**config.mk**
```make
export PLATFORM = sky130hd
export DESIGN_NAME = change_dispenser
export DESIGN_NICKNAME = d
export VERILOG_FILES = /design/src/rtl/vending_pkg.sv /design/src/rtl/change_dispenser_pulse_timer.sv /design/src/rtl/change_dispenser.sv
export SDC_FILE = /design/constraint.sdc
export NUM_CORES = 1
export LEC_CHECK = 0
export CORE_ASPECT_RATIO = 1.1
export CORE_MARGIN = 2
export CORE_UTILIZATION = 56
export CTS_CLUSTER_DIAMETER = 80
export DETAILED_ROUTE_END_ITERATION = 7
export PLACE_DENSITY_LB_ADDON = 0.15
export SLEW_MARGIN = 20
export SYNTH_ARGS = -nofsm -noshare
export SYNTH_HDL_FRONTEND = slang
export SYNTH_SLANG_ARGS = --single-unit
```
**constraint.sdc**
```tcl
create_clock -name clock -period 4.6 [get_ports clock]
set_input_delay 1.38 -clock clock [delete_from_list [all_inputs] [get_ports clock]]
set_output_delay 1.38 -clock clock [all_outputs]
set_load 0.01 [all_outputs]
```
**src/rtl/vending_pkg.sv**
```systemverilog
// ============================================================================
// Module  : vending_pkg
// Brief   : Coin encodings, cent values and dispenser state shared with the vendor FSM.
// Revision: 1.0
// ============================================================================
`default_nettype none

package vending_pkg;

  localparam int CENTS_W = 8;

  localparam logic [2:0] QUARTER = 3'd4;
  localparam logic [2:0] DIME    = 3'd2;
  localparam logic [2:0] NICKEL  = 3'd1;

  localparam logic [CENTS_W-1:0] QUARTER_CENTS = 8'd25;
  localparam logic [CENTS_W-1:0] DIME_CENTS    = 8'd10;
  localparam logic [CENTS_W-1:0] NICKEL_CENTS  = 8'd5;

  typedef enum logic [2:0] {
    ST_IDLE  = 3'd0,
    ST_CHECK = 3'd1,
    ST_PULSE = 3'd2,
    ST_GAP   = 3'd3,
    ST_DONE  = 3'd4,
    ST_ERROR = 3'd5
  } disp_state_t;

  function automatic logic [CENTS_W-1:0] coin_cents(input logic [2:0] c);
    logic [CENTS_W-1:0] v;
    case (c)
      QUARTER: v = QUARTER_CENTS;
      DIME:    v = DIME_CENTS;
      NICKEL:  v = NICKEL_CENTS;
      default: v = '0;
    endcase
    return v;
  endfunction

endpackage

`default_nettype wire

```
**src/rtl/change_dispenser_pulse_timer.sv**
```systemverilog
// ============================================================================
// Module  : pulse_timer
// Brief   : Loadable down-counter; tc is high while the count sits at zero.
// Revision: 1.0
// ============================================================================
`default_nettype none

module pulse_timer #(
  parameter int WIDTH = 2
) (
  input  logic             clock,
  input  logic             clear,
  input  logic             load,
  input  logic [WIDTH-1:0] load_value,
  output logic             tc
);

  logic [WIDTH-1:0] r_count;

  always_ff @(posedge clock) begin
    if (!clear) begin
      r_count <= '0;
    end else if (load) begin
      r_count <= load_value;
    end else if (r_count != '0) begin
      r_count <= r_count - WIDTH'(1);
    end
  end

  assign tc = (r_count == '0);

endmodule

`default_nettype wire

```
**src/rtl/change_dispenser.sv**
```systemverilog
// ============================================================================
// Module  : change_dispenser
// Brief   : Greedy coin payout (quarter, dime, nickel), one eject pulse at a time.
//           Optional per-denomination stock tracking under COIN_INVENTORY_EN.
// Revision: 1.0
// ============================================================================
`default_nettype none

module change_dispenser
  import vending_pkg::*;
#(
  parameter int PULSE_CYCLES = 4,
  parameter int GAP_CYCLES   = 4,
  parameter int MAX_CHANGE   = 35
`ifdef COIN_INVENTORY_EN
  ,
  parameter int INV_INIT     = 8
`endif
) (
  input  logic               clock,
  input  logic               clear,
  input  logic               request,
  input  logic [CENTS_W-1:0] amount,
  output logic               ready,
  output logic [2:0]         coin,
  output logic [CENTS_W-1:0] remaining,
  output logic               done,
  output logic               error
`ifdef COIN_INVENTORY_EN
  ,
  input  logic               refill,
  output logic [2:0]         low_stock
`endif
);

  localparam int c_TIMER_MAX = (PULSE_CYCLES > GAP_CYCLES) ? PULSE_CYCLES : GAP_CYCLES;
  localparam int c_TIMER_W   = (c_TIMER_MAX > 1) ? $clog2(c_TIMER_MAX) : 1;
  localparam logic [CENTS_W-1:0] c_MAX = CENTS_W'(MAX_CHANGE);

  disp_state_t        r_state;
  disp_state_t        w_state_nxt;
  disp_state_t        w_check_nxt;
  logic [2:0]         r_coin;
  logic [2:0]         w_coin_nxt;
  logic [CENTS_W-1:0] r_remaining;
  logic [CENTS_W-1:0] w_remaining_nxt;
  logic               r_ready;
  logic               r_done;
  logic               r_error;
  logic               w_ready_nxt;
  logic               w_done_nxt;
  logic               w_error_nxt;
  logic               w_tc;
  logic               w_load;
  logic [c_TIMER_W-1:0] w_load_value;
  logic               w_bad_req;
  logic [2:0]         w_avail;
  logic [2:0]         w_pick;
  logic               w_pulse_end;

  assign w_pulse_end = (r_state == ST_PULSE) && w_tc;
  assign w_bad_req   = (r_remaining > c_MAX) || ((r_remaining % 8'd5) != 8'd0);

  // Largest coin that fits the amount still owed and is in stock
  always_comb begin
    w_pick = 3'b000;
    if (w_avail[2] && (r_remaining >= QUARTER_CENTS)) begin
      w_pick = QUARTER;
    end else if (w_avail[1] && (r_remaining >= DIME_CENTS)) begin
      w_pick = DIME;
    end else if (w_avail[0] && (r_remaining >= NICKEL_CENTS)) begin
      w_pick = NICKEL;
    end
  end

  // Selection decision, used from CHECK and again on the last GAP cycle
  always_comb begin
    w_check_nxt = ST_ERROR;
    if (w_bad_req) begin
      w_check_nxt = ST_ERROR;
    end else if (r_remaining == '0) begin
      w_check_nxt = ST_DONE;
    end else if (w_pick != 3'b000) begin
      w_check_nxt = ST_PULSE;
    end
  end

  always_ff @(posedge clock) begin
    if (!clear) begin
      r_state     <= ST_IDLE;
      r_coin      <= 3'b000;
      r_remaining <= '0;
      r_ready     <= 1'b1;
      r_done      <= 1'b0;
      r_error     <= 1'b0;
    end else begin
      r_state     <= w_state_nxt;
      r_coin      <= w_coin_nxt;
      r_remaining <= w_remaining_nxt;
      r_ready     <= w_ready_nxt;
      r_done      <= w_done_nxt;
      r_error     <= w_error_nxt;
    end
  end

  always_comb begin
    w_state_nxt = r_state;
    case (r_state)
      ST_IDLE:  if (request) w_state_nxt = ST_CHECK;
      ST_CHECK: w_state_nxt = w_check_nxt;
      ST_PULSE: if (w_tc) w_state_nxt = ST_GAP;
      ST_GAP:   if (w_tc) w_state_nxt = w_check_nxt;
      ST_DONE:  w_state_nxt = ST_IDLE;
      ST_ERROR: w_state_nxt = ST_IDLE;
      default:  w_state_nxt = ST_IDLE;
    endcase
  end

  always_comb begin
    w_coin_nxt      = 3'b000;
    w_ready_nxt     = (w_state_nxt == ST_IDLE);
    w_done_nxt      = (w_state_nxt == ST_DONE);
    w_error_nxt     = (w_state_nxt == ST_ERROR);
    w_remaining_nxt = r_remaining;
    w_load          = 1'b0;
    w_load_value    = c_TIMER_W'(GAP_CYCLES - 1);
    if (w_state_nxt == ST_PULSE) begin
      w_coin_nxt = (r_state == ST_PULSE) ? r_coin : w_pick;
    end
    if ((w_state_nxt == ST_PULSE) && (r_state != ST_PULSE)) begin
      w_load       = 1'b1;
      w_load_value = c_TIMER_W'(PULSE_CYCLES - 1);
    end else if ((w_state_nxt == ST_GAP) && (r_state != ST_GAP)) begin
      w_load       = 1'b1;
    end
    if ((r_state == ST_IDLE) && request) begin
      w_remaining_nxt = amount;
    end else if (w_pulse_end) begin
      w_remaining_nxt = r_remaining - coin_cents(r_coin);
    end
  end

  pulse_timer #(
    .WIDTH(c_TIMER_W)
  ) u_timer (
    .clock      (clock),
    .clear      (clear),
    .load       (w_load),
    .load_value (w_load_value),
    .tc         (w_tc)
  );

`ifdef COIN_INVENTORY_EN
  logic [CENTS_W-1:0] r_stock [3];
  logic [CENTS_W-1:0] w_stock_nxt [3];
  logic               r_refill_pend;
  logic               w_reload;
  logic [2:0]         r_low_stock;

  // A refill seen mid-pulse is held back so it lands after that pulse's decrement
  assign w_reload = w_pulse_end ? (refill || r_refill_pend)
                                : (refill && (r_state != ST_PULSE));

  always_comb begin
    for (int i = 0; i < 3; i++) begin
      w_stock_nxt[i] = r_stock[i];
      w_avail[i]     = (r_stock[i] != '0);
    end
    if (w_reload) begin
      for (int i = 0; i < 3; i++) w_stock_nxt[i] = CENTS_W'(INV_INIT);
    end else if (w_pulse_end) begin
      for (int i = 0; i < 3; i++) begin
        if (r_coin[i]) w_stock_nxt[i] = r_stock[i] - CENTS_W'(1);
      end
    end
  end

  always_ff @(posedge clock) begin
    if (!clear) begin
      for (int i = 0; i < 3; i++) begin
        r_stock[i]     <= CENTS_W'(INV_INIT);
        r_low_stock[i] <= (INV_INIT == 0);
      end
      r_refill_pend <= 1'b0;
    end else begin
      for (int i = 0; i < 3; i++) begin
        r_stock[i]     <= w_stock_nxt[i];
        r_low_stock[i] <= (w_stock_nxt[i] == '0);
      end
      if (w_pulse_end) begin
        r_refill_pend <= 1'b0;
      end else if (refill && (r_state == ST_PULSE)) begin
        r_refill_pend <= 1'b1;
      end
    end
  end

  assign low_stock = r_low_stock;
`else
  assign w_avail = 3'b111;
`endif

  assign ready     = r_ready;
  assign coin      = r_coin;
  assign remaining = r_remaining;
  assign done      = r_done;
  assign error     = r_error;

endmodule

`default_nettype wire

```
Word level (Yosys, flattened, before mapping). Index checks and enable logic that the tools add are counted. Widths: inputs -> output; s select.

Mux-type cells: 19. Reduce and logical (&&, ||, !) cells: 15. Order comparisons: 4. Add/subtract/negate cells: 2. Div/mod/pow operators: 1. Equal/unequal tests: 12.

Operators with widths (number): $mux 8 (4); $mux 3 (8); $eq 3x2->1 const B (5); $pmux 5 s3 (1); $pmux 3 s4 (1); $eq 3x3->1 const B (3); $ge 8x3->1 const B (1); $ge 8x4->1 const B (1); $ge 8x5->1 const B (1); $gt 8x6->1 const B (1); $logic_not 8->1 (1); $mod 8x3->8 const B (1); $reduce_bool 8->1 (1); $sub 8x8->8 (1); $eq 3x1->1 const B (2); $logic_not 3->1 (2); $ne 3x2->1 const B (2); $reduce_bool 2->1 (3); $logic_and 1x1->1 (4); $mux 2 (2); $mux 1 (3); $reduce_bool 3->1 (1); $logic_not 2->1 (1); $reduce_and 2->1 (1); other kinds (2) (2).

Bits in registers: 19. Output and inout bits: 14. Bits of input ports: 11. Word-level logic and storage cells: 60.

Longest topological paths before layout.
Word-level depth: 15. Depth in mapped cells: 15. Gate-level depth less buffers: 13.

Modules after synthesis. From an unflattened synthesis, not the netlist that was laid out.

Cell total of the unflattened synthesis: 243. Area total of the unflattened synthesis: 1996.9 µm².

By module, submodules not included: change_dispenser (cells an instance 230, sequential area each 340.3 µm², times used 1, area an instance 1873.0 µm²); pulse_timer (cells an instance 13, sequential area each 40.0 µm², times used 1, area an instance 123.9 µm²).

Least setup slack after synthesis. No wires, ideal clock.

Kind: reg2reg. Start: register r_remaining[3] (netlist: remaining[3]). End: register u_timer.r_count[0]. Setup slack: 0.885 ns. Library setup time: 0.059 ns. Arrival time: 3.656 ns. Period minus slack after synthesis: 3.715 ns. Stages on the path, launching flop included: 15. Required time: 4.541 ns. Path buffers: 3. Cells stage by stage: dfxtp_1 buf_2 buf_2 clkbuf_1 mux2_2 a222oi_1 o32ai_1 a21oi_1 ha_1 nor2_1 or4_1 o311a_1 a2111oi_4 and2_2 o31a_1.

Word-level cells in the longest chain between the ends: 15. Elaborated cells on any way between the ends: 25. Those cells by class: 1 x div; 4 x order compare; 2 x eq/ne; 11 x mux; 7 x reduce/logical.

RTL lines: from (decl) (RTL line change_dispenser.sv:45) `logic [CENTS_W-1:0] r_remaining;`; from (signal assigned) (RTL line change_dispenser.sv:99) `r_remaining <= w_remaining_nxt;`; parallel branches: the longest is 7 deep, another holds $mod 8x3->8; $mux 3 (*) (RTL line change_dispenser.sv:79) `if (w_bad_req) begin`; $mux 3 (RTL line change_dispenser.sv:112) `ST_GAP: if (w_tc) w_state_nxt = w_check_nxt;`; $pmux 3 s4 (*) (RTL line change_dispenser.sv:108) `case (r_state)`; $eq 3x2->1 (RTL line change_dispenser.sv:133) `end else if ((w_state_nxt == ST_GAP) && (r_state != ST_GAP)) begin`; $logic_and 1x1->1 (RTL line change_dispenser.sv:133); $mux 1 (RTL line change_dispenser.sv:133); $mux 1 (*) (RTL line change_dispenser.sv:130) `if ((w_state_nxt == ST_PULSE) && (r_state != ST_PULSE)) begin`; $mux 2 or $reduce_bool 2->1 (tied branches); to (signal assigned) (RTL line change_dispenser_pulse_timer.sv:24) `r_count <= load_value;`; to (signal assigned) (RTL line change_dispenser_pulse_timer.sv:26) `r_count <= r_count - WIDTH'(1);`; to (decl) (RTL line change_dispenser_pulse_timer.sv:18) `logic [WIDTH-1:0] r_count;`.

Mark *: on every way between the ends. A chain may end at the register's enable or synchronous reset.

Worst setup path after layout.
Start: register r_remaining[5] (netlist: remaining[5]). End: register u_timer.r_count[1].

Same word-level chain as after synthesis.

==> flow_summary.ini <==
[status]
outcome = finished clean

[critical_path]
cp-start-kind = flop
crit_path_max_incr_delay_ns = 0.55
critPathCaptureType = flop
crit_chain = buf_4, nor3b_1, a21oi_1, a22oi_1, o32ai_1, a21oi_1, ha_1, nor2_1, or4_1, o311a_1, a2111oi_4, and2_2, o31a_1
startpoint = remaining[5]$_SDFFE_PN0P_
path_max_fanout = 13
cpMaxStageDelayCell = dfxtp_1
crit_path_frequent_cell = a21oi_1
worstPathBufferInverterCount = 1
worstReg2RegStart = remaining[5]$_SDFFE_PN0P_
cp_top_family = compound AO/OA/AOI/OAI gates
path_class = reg -> reg
crit_arrival_ns = 3.86
critPathRequiredTime_ns = 4.86

[drt]
drc = 0
wl_per_cell_um = 14.9
wirelength_mm = 4.43
via_per_inst = 6.23
firstDrtPassIters = 5
ant_nets = 0
vias = 1851
drt_iter0_markers = 114

[floorplan]
rows = 22
ioPinCount = 25
die_w_um = 59.6
core_area_sq_mm = 0.00330
die_h_um = 65.1
dieArea_sq_mm = 0.00388
initial_core_util_pct = 57.6

[finish]
layout-drive-gt1-share_pct = 8.43
diodes = 0
fill_cells = 327
area_growth_pct = 13.1
stdcell_count = 297
nNetsFinal = 282

[power]
p_per_area_mw_per_mm2 = 575
ir_worst_vdd_uv = 372
p_leak_nw = 0.815

[clock_tree]
cts.sinks = 19
cts_buffers = 3
post_cts_buffers = 0
htree_levels = 1
cts_hold_buf = 0
clock_path_buffers = 2
cts-root-buf = clkbuf_4
clk_transition_reported_paths_ns = 0.12
cts_tree = built
clk_latency_ns = 0.30
cts_resized = 0

[sta]
fin_tns_setup_ns = 0
max_freq_ghz = 0.278
finalCritPeriodShare_pct = 78.3
setup_violations = 0
hold_violations = 0
fin_skew_ns = 0.00762
slew_viol_final = 0
rsz0062_at_grt = false
worst_pin_slew_ns = 0.687
relSlewSlack_pct = 54.1
period_minus_slack_ns = 3.60
holdWs_ns = 0.541

[grt]
grt_max_degree = 23
grt_usage_pct = 25.1
grt_first_pass_wirelength_mm = 7.75
grt.overflow.total = 0
grt_pass1_vias = 1695
antenna_found_initial = 0

[yosys]
syn-instance-count = 248
synth_common_cells = nor2_1 (30), nand2_1 (22), dfxtp_1 (19), a21oi_1 (12), o21ai_0 (11)
async_flop_share_pct = 0
synth_seq_cells = 19
ys_seq_area_share_pct = 20.0
synth_edf_count = 0
yosys_most_used_dff = dfxtp_1
post-synth-top-area-cell = dfxtp_1
synth_cell_type_count = 65
yosysMostFrequentCell = nor2_1
avgSynthCellArea_sq_um = 7.67
ys.warnings.count = 0
yosys.area.top_type_share_pct = 20.0
synth_area_sq_mm = 0.00190
synth_area_leaders = dfxtp_1 (20%), nor2_1 (5.9%), ha_1 (5.3%), nand2_1 (4.3%), xnor2_1 (3.2%)
synth_nets = 268

[placement]
portBuffers = 24
hpwl_mm = 3.32
dp_cells = 293
gp_congestion = 0.924

[worst_hold_path]
hold_path.class = reg -> reg
worstHoldStart = r_state[1]$_SDFF_PN0_

[job]
maxCapViolations = 0
[where the power goes]
| part | switching, mW | internal (mW) | total, mW | leakage, nW |
|---|---|---|---|---|
| clock network | 0.0545 | 0.0324 | 0.0869 | 0.0177 |
| logic | 0.487 | 0.388 | 0.875 | 0.641 |
| registers | 0.0693 | 0.207 | 0.276 | 0.156 |
[logic make-up after synthesis]
kind of cell | share of synthesized area (%)
xor+xnor | 4.60
buf+inv | 7.49
flops | 20.0
mux | 3.29
compound gates | 28.9
fa+ha+maj | 6.31
simple gates | 29.4
[cell type report]
type	instances	area [sq um]	share of cell area, %
Clock buffer	3	22.5	1.05
Timing Repair Buffer	30	285	13.3
Sequential cell	19	380	17.7
Tap cell	36	45.0	2.09
Inverter	9	33.8	1.57
Clock inverter	1	5.00	0.233
Multi-Input combinational cell	199	1380	64.1
[through the flow]
step / utilization (%) / cell area, sq um / setup WS (ns) / power (mW)
floorplan: - / 1900 / 0.885 / 0.959
finish: 65.2 / 2150 / 0.999 / 1.24
global route: 65.2 / 2150 / 0.777 / 1.35
detailed placement: 64.3 / 2120 / 1.07 / 1.14
CTS: 65.2 / 2150 / 1.05 / 1.23
global placement: 64.3 / 2120 / 1.16 / 1.13
[routing by layer]
layer / GRT usage [%] / up-vias / share of wire (%)
li1: - / 942 / -
met1: 37.1 / 860 / 49
met2: 39.3 / 43 / 45
met3: 2.36 / 6 / 4.1
met4: 5.28 / 0 / 1.2
met5: 0 / - / 0
[flip-flops by register name (all words and copies together) (netlist names)]
name / count
done: 1
ready: 1
r_state: 3
coin: 3
remaining: 8
error: 1
u_timer.r_count: 2
[worst reg2reg max path, stage by stage (launching register included)]
cell	delay [ns]
dfxtp_1	0.55
buf_4	0.26
nor3b_1	0.33
a21oi_1	0.08
a22oi_1	0.20
o32ai_1	0.10
a21oi_1	0.20
ha_1	0.17
nor2_1	0.05
or4_1	0.41
o311a_1	0.38
a2111oi_4	0.43
and2_2	0.27
o31a_1	0.14
[layout by cell type (no fill, tap or decap), types with 2 or more instances in the layout]
cell type / synthesis / layout
dfxtp_1: 19 / 19
o31ai_1: 2 / 2
mux2i_1: 4 / 4
clkbuf_4: 0 / 3
a211oi_1: 3 / 3
nor3b_1: 5 / 5
o31a_1: 2 / 2
or4_1: 3 / 3
inv_1: 9 / 9
ha_1: 8 / 8
o211ai_1: 3 / 3
nand2b_1: 5 / 5
xnor2_1: 7 / 7
xor2_1: 3 / 3
nand4b_1: 3 / 3
o221ai_1: 2 / 2
nor3_1: 8 / 8
nor2_1: 30 / 30
nor2b_1: 8 / 8
a21o_1: 4 / 4
nand3_1: 2 / 2
and3_1: 2 / 2
nand3b_1: 4 / 4
nor4bb_1: 2 / 2
nand2_1: 22 / 22
and4b_1: 2 / 2
o32ai_1: 5 / 5
o22ai_1: 3 / 3
o21ai_0: 11 / 11
buf_4: 1 / 6
a22oi_1: 4 / 4
clkdlybuf4s50_1: 0 / 24
a21oi_1: 12 / 12
[final timing paths]
kind,endpoint,slack (ns),depth (start not counted)
worst max-delay path,u_timer.r_count[1]$_SDFFE_PN0P_,1.0,13
worst min-delay path,ready$_SDFF_PN1_,0.54,1
worst max register to register,u_timer.r_count[1]$_SDFFE_PN0P_,1.0,13
worst min register to register,ready$_SDFF_PN1_,0.54,1
Power figures use the tool's default switching activity.
